**src/rtl/flit_sink.sv**
```systemverilog
// Packet framing checker: counts flits and HEAD..TAIL packets and flags the first framing error.
// Optional TOGGLE_CNT_EN adds a saturating idata bit-toggle counter on tog_cnt.
module flit_sink #(
  parameter int MAXLEN = 32,
  parameter int CNTW   = 16
) (
  input  logic            clk,
  input  logic            rst_,
  input  logic [65:0]     idata,
  input  logic            ivalid,
  input  logic [1:0]      ivch,
  input  logic            clr,
  output logic            busy,
  output logic [CNTW-1:0] pkt_cnt,
  output logic [CNTW-1:0] flit_cnt,
  output logic [7:0]      last_len,
  output logic            err,
  output logic [2:0]      err_code,
  output logic [31:0]     tog_cnt
);
  localparam int LW = $clog2(MAXLEN + 1);

  localparam logic [1:0] T_HEAD = 2'b01;
  localparam logic [1:0] T_TAIL = 2'b10;
  localparam logic [1:0] T_DATA = 2'b11;

  localparam logic [2:0] E_NO_HEAD  = 3'd1;
  localparam logic [2:0] E_DUP_HEAD = 3'd2;
  localparam logic [2:0] E_OVERLEN  = 3'd3;
  localparam logic [2:0] E_VCH      = 3'd4;

  typedef enum logic {IDLE, BODY} state_e;

  state_e            state_q, state_d;
  logic [LW-1:0]     len_q, len_d;
  logic [1:0]        vch_q, vch_d;
  logic [CNTW-1:0]   pkt_q, flit_q;
  logic [7:0]        last_len_q;
  logic              err_q;
  logic [2:0]        code_q;

  logic [1:0]        ftype;
  logic              acc, pkt_ev, err_ev;
  logic [2:0]        err_d;

  assign ftype = idata[65:64];
  assign acc   = ivalid && (ftype != 2'b00);

  always_comb begin
    state_d = state_q;
    len_d   = len_q;
    vch_d   = vch_q;
    pkt_ev  = 1'b0;
    err_ev  = 1'b0;
    err_d   = 3'd0;
    if (acc) begin
      if (state_q == IDLE) begin
        if (ftype == T_HEAD) begin
          state_d = BODY;
          len_d   = '0;
          vch_d   = ivch;
        end else begin
          err_ev = 1'b1;
          err_d  = E_NO_HEAD;
        end
      end else if (ftype == T_HEAD) begin
        err_ev = 1'b1;
        err_d  = E_DUP_HEAD;
        len_d  = '0;
        vch_d  = ivch;
      end else if (ivch != vch_q) begin
        // A VC mismatch aborts the packet before the length is considered.
        err_ev  = 1'b1;
        err_d   = E_VCH;
        state_d = IDLE;
      end else if (ftype == T_TAIL) begin
        pkt_ev  = 1'b1;
        state_d = IDLE;
      end else if (ftype == T_DATA) begin
        if (len_q == LW'(MAXLEN)) begin
          err_ev  = 1'b1;
          err_d   = E_OVERLEN;
          state_d = IDLE;
        end else begin
          len_d = len_q + 1'b1;
        end
      end
    end
  end

  always_ff @(posedge clk) begin
    if (!rst_) begin
      state_q    <= IDLE;
      len_q      <= '0;
      vch_q      <= '0;
      pkt_q      <= '0;
      flit_q     <= '0;
      last_len_q <= '0;
      err_q      <= 1'b0;
      code_q     <= '0;
    end else begin
      state_q <= state_d;
      len_q   <= len_d;
      vch_q   <= vch_d;
      if (clr) begin
        pkt_q      <= '0;
        flit_q     <= '0;
        last_len_q <= '0;
        err_q      <= 1'b0;
        code_q     <= '0;
      end else begin
        if (acc && flit_q != '1)   flit_q <= flit_q + 1'b1;
        if (pkt_ev && pkt_q != '1) pkt_q  <= pkt_q + 1'b1;
        if (pkt_ev)                last_len_q <= 8'(len_q);
        if (err_ev && !err_q) begin
          err_q  <= 1'b1;
          code_q <= err_d;
        end
      end
    end
  end

  assign busy     = (state_q == BODY);
  assign pkt_cnt  = pkt_q;
  assign flit_cnt = flit_q;
  assign last_len = last_len_q;
  assign err      = err_q;
  assign err_code = code_q;

`ifdef TOGGLE_CNT_EN
  logic [65:0] idata_q;
  logic [31:0] tog_q;
  logic [6:0]  hd;
  logic [32:0] tsum;

  always_comb begin
    hd = '0;
    for (int i = 0; i < 66; i++) hd = hd + 7'(idata[i] ^ idata_q[i]);
  end

  assign tsum = {1'b0, tog_q} + 33'(hd);

  always_ff @(posedge clk) begin
    if (!rst_) begin
      idata_q <= '0;
      tog_q   <= '0;
    end else begin
      idata_q <= idata;
      if (clr) tog_q <= '0;
      else     tog_q <= tsum[32] ? '1 : tsum[31:0];
    end
  end

  assign tog_cnt = tog_q;
`else
  assign tog_cnt = '0;
`endif
endmodule

```
**config.mk**
```make
export PLATFORM = sky130hd
export DESIGN_NAME = flit_sink
export DESIGN_NICKNAME = d
export VERILOG_FILES = /design/src/rtl/flit_sink.sv
export SDC_FILE = /design/constraint.sdc
export NUM_CORES = 1
export LEC_CHECK = 0
export BUFFER_PORTS_ARGS = -buffer_cell sky130_fd_sc_hd__clkbuf_2
export CAP_MARGIN = 10
export CORE_MARGIN = 2
export CORE_UTILIZATION = 40
export DETAILED_ROUTE_END_ITERATION = 16
export PLACE_DENSITY = 0.72
export RECOVER_POWER = 100
export SLEW_MARGIN = 20
export SYNTH_ARGS = -nofsm -noshare
export SYNTH_HDL_FRONTEND = slang
export SYNTH_SLANG_ARGS = --single-unit
```
**constraint.sdc**
```tcl
create_clock -name clk -period 2.8 [get_ports clk]
set_input_delay 0.14 -clock clk [delete_from_list [all_inputs] [get_ports clk]]
set_output_delay 0.14 -clock clk [all_outputs]
set_load 0.05 [all_outputs]
```
Word level (Yosys, flattened, before mapping)
Cells that the tools add are included.
W data, S select, Z words.

storage, ports and cells
  register bits = 51
  output and inout port bits = 77
  word-level logic and storage cells = 68

operators by class
  add/sub/neg operators = 3
  equal/unequal tests = 10
  multiplexer cells = 35
  bitwise gates (word level) = 1
  reduce and logical (&&, ||, !) cells = 11

operators by type and width
  cell                     count
  $mux W6                  7
  $add A16 B1 Y16 const B  2
  $ne A16 B16 Y1 const B   2
  $mux W1                  21
  $mux W3                  4
  $add A6 B1 Y6 const B    1
  $eq A6 B6 Y1 const B     1
  $mux W2                  3
  $ne A2 B2 Y1 const B     3
  $reduce_and A6 Y1        1
  $reduce_bool A2 Y1       3
  $eq A2 B2 Y1 const B     2
  $logic_and A1 B1 Y1      4
  $eq A2 B1 Y1 const B     1
  $ne A2 B2 Y1             1
  $reduce_and A2 Y1        1
  $reduce_or A2 Y1         1
  $logic_not A1 Y1         1
  $not A1 Y1               1

Logic depth before layout (Yosys ltp)
  depth in word-level cells = 9
  gate-level depth with buffers = 7
  depth with buffers taken out = 7

Worst setup path after synthesis
OpenSTA, ideal clock, no wires.

  path kind = register to register
  start point = reg state_q, in the netlist busy
  end point = reg pkt_q[4], in the netlist pkt_cnt[4]
  library setup time = 128 ps
  data arrival time = 2009 ps
  required time = 2672 ps
  slack = 663 ps
  cell stages (with the launch flop) = 7
  period minus slack after synthesis = 2137 ps
  cells stage by stage = dfxtp_1 -> inv_1 -> or4_4 -> buf_6 -> nor3_2 -> xnor2_1 -> nor2_1

on the way
  longest elaborated chain between the ends = 3

ends and longest elaborated chain
  item                      RTL line  source
  start: declaration        34        state_e state_q, state_d;
  start signal: assignment  102       state_q <= state_d;
  $mux W1                   57        if (state_q == IDLE) begin
  $mux W1                   56        if (acc) begin
  $logic_and A1 B1 Y1       113       if (pkt_ev && pkt_q != '1) pkt_q <= pkt_q + 1'b1;
  end signal: assignment    113
  end: declaration          37        logic [CNTW-1:0] pkt_q, flit_q;

Every way passes these cells.
A chain may end at the register's enable or synchronous reset.

Worst setup path in the final report
  start point = reg state_q, in the netlist busy
  end point = reg pkt_q[3], in the netlist pkt_cnt[3]

Same word-level chain as after synthesis.

==> impl_metrics.ini <==
[timing]
finalHoldViolCount = 0
fmax_mhz = 460.3
final.setup.tns_ps = 0
slew_headroom = 0.4224
worstMarginPinSlew_ps = 859.3
finalSetupViolCount = 0
min_period_ps = 2172
fin_crit_sh = 0.7759
rsz0062_at_grt = false
slew_viol_final = 0
finClkSkew_ps = 2.837

[power]
vdd_drop_max_v = 0.0001407
power_density_nw_per_um2 = 439.0
total_power_mw = 1.323
p_leak_nw = 1.063

[synth]
synth-seq-cells = 51
postSynthAreaPerCell_um2 = 8.613
yosys_warnings = 0
ys_types = 49
synth-edff-count = 0
syn_inst = 326
async_reset_ff_frac = 0
synth_top_area_share = 0.3636
synth_area_um2 = 2808
synth_top_area_cell = dfxtp_1
synth_area_leaders = dfxtp_1, buf_4, xnor2_1
synth-seq-area-share = 0.3636
synthFlopType = dfxtp_1

[drt]
drt_wl_total_mm = 5.414
avgRoutedWirePerCell_um = 11.49
vias = 2276
viasPerCell = 4.832
drt-initial-drc-count = 60
drc_errors = 0
final_antenna_net_count = 0
dr.pass1.iters = 4

[floorplan]
die_h_um = 87.78
rows = 30
dieArea_um2 = 7705
core_um2 = 6794
ioPinCount = 149
die-width_um = 87.78
initial_core_util = 0.4133

[cells_and_area]
nets = 451
fin_cells = 471
antenna_cells = 0
drive_gt1_frac = 0.05333
area_delta_synth_final_pct = 7.353
fin_util = 0.4436
final_cell_area_um2 = 3014

[worst_hold_path]
hp-class = input port to register

[placed_design]
placed_cell_area_um2 = 3015
port_buffers = 50
routabilityCongestion = 0.8436
dp_hpwl_mm = 3.999
dp_cells = 464

[critical_path]
cp_data_required_time_ps = 2980
cp_max_fo = 12
r2r_cells = 5
r2r_slack_ps = 630
worstSetupEndpoint = pkt_cnt[3]$_SDFFE_PP0P_
critPathMaxStageDelay_ps = 810
r2r_end = pkt_cnt[3]$_SDFFE_PP0P_
crit_arrival_ps = 2350
endpoint_kind = register
cpMaxStageDelayCell = or4_1
reg2reg_from = busy$_SDFFE_PN0P_
crit_chain = inv_1 -> or4_1 -> nor4b_1 -> xnor2_1 -> nor2_1
setup.worst_path.class = register to register
worstSetupStartpoint = busy$_SDFFE_PN0P_
cp-start-kind = register

[clocking]
cts_resized = 0
root_buffer = clkbuf_8
clkLatencyLatePin_ps = 290
hold_buffers = 0
cts_setup_buffers = 0
cts_buffer_depth = 2
clock-sinks = 51
cts_tree = yes
cts_inserted_buffers = 5
clkTransAtPathRegs_ps = 80
htreeDepth = 2

[outcome]
status = finished clean

[global_routing]
antenna_found_initial = 0
overflow = 0
grt_first_pass_wirelength_mm = 8.797
grt_max_degree = 43
grt.total_usage = 0.1434
grt_pass1_vias = 1905

[job]
max_cap_viol_count = 0
placed cells by master (no fill, tap or decap), types with 2 or more instances in the layout:
cell type,instances
a211oi_1,5
a21oi_1,14
and3_1,8
and4_1,3
clkbuf_1,44
clkbuf_2,6
clkbuf_8,6
conb_1,34
dfxtp_1,51
ha_1,4
inv_1,7
mux2i_1,10
nand2_1,19
nand2b_1,2
nand3_1,14
nand4_1,10
nand4b_1,2
nor2_1,48
nor2b_1,5
nor3_1,11
nor4_1,4
nor4b_1,4
o21ai_0,6
o31ai_1,2
or3_1,4
or4_1,3
xnor2_1,22
xor2_1,8
critical path: cells and delay by family, from the launching register on:
family	cells	cell delay (ps)
buffers and inverters	1	140
DFF	1	440
and+or+nand+nor	3	1290
xor gates and xnor gates	1	180
synthesized netlist by cell type, types with 3 or more instances:
cell and instances:
buf_4 34, or3_1 4, nor2b_1 5, clkbuf_1 5
xnor2_1 22, nor4_1 4, a211oi_1 5, dfxtp_1 51
nand3_1 14, and3_1 8, nor2_1 48, o21ai_0 6
nor4b_1 3, inv_1 7, nand2_1 19, nor3_1 9
xor2_1 8, ha_1 4, a21oi_1 14, mux2i_1 10
nand4_1 10, and4_1 3
how the worst min path moves through the flow:
stage / startpoint / to / slack (ps) / depth (start not counted)
floorplan: rst_ / busy$_SDFFE_PN0P_ / 270 / 1
global placement: ivch[0] / vch_q[0]$_SDFFE_PN0P_ / 430 / 3
detailed placement: ivch[0] / vch_q[0]$_SDFFE_PN0P_ / 440 / 3
CTS: ivch[0] / vch_q[0]$_SDFFE_PN0P_ / 120 / 3
finish: ivch[0] / vch_q[0]$_SDFFE_PN0P_ / 130 / 3
global route: ivch[0] / vch_q[0]$_SDFFE_PN0P_ / 130 / 3
flip-flops by register name (all words and copies together) (netlist names):
register and cells:
pkt_cnt 16, err 1, flit_cnt 16, vch_q 2, len_q 6, last_len 6, busy 1, err_code 3
stage by stage:
step | setup slack [ps] | hold WS [ps]
2_1_floorplan | 663.0 | 268.2
3_3_place_gp | 895.6 | 432.3
3_5_place_dp | 865.5 | 435.2
4_1_cts | 856.6 | 118.7
5_1_grt | 455.8 | 129.1
6_report | 627.5 | 128.7
metal layers:
layer | global-route usage | routed length [µm]
met1 | 0.1844 | 2552
met2 | 0.2369 | 2556
met3 | 0.03487 | 230
met4 | 0.04615 | 75
met5 | 0 | 0
report_power, final:
| group | switching (mW) | leakage (nW) | internal (mW) | total, mW |
|---|---|---|---|---|
| Sequential | 0.00520 | 0.411 | 0.729 | 0.734 |
| Combinational | 0.151 | 0.605 | 0.0214 | 0.172 |
| Clock | 0.222 | 0.0470 | 0.194 | 0.417 |
final cells by class:
class	count	area (µm²)
Fill cell	697	3780
Tap cell	96	120.1
Clock inverter	1	5.005
Timing Repair Buffer	51	202.7
Inverter	7	26.28
Sequential cell	51	1021
Multi-Input combinational cell	259	1556
Clock buffer	6	82.58
logic make-up after synthesis:
logic type / Yosys count / synth area share
simple gates: 146 / 0.2941
mux: 10 / 0.03565
buf+inv: 49 / 0.1141
flops: 51 / 0.3636
xor+xnor: 31 / 0.09938
other cells: 1 / 0.001336
compound gates: 34 / 0.07398
fa+ha+maj: 4 / 0.01783
Power figures use the tool's default switching activity.
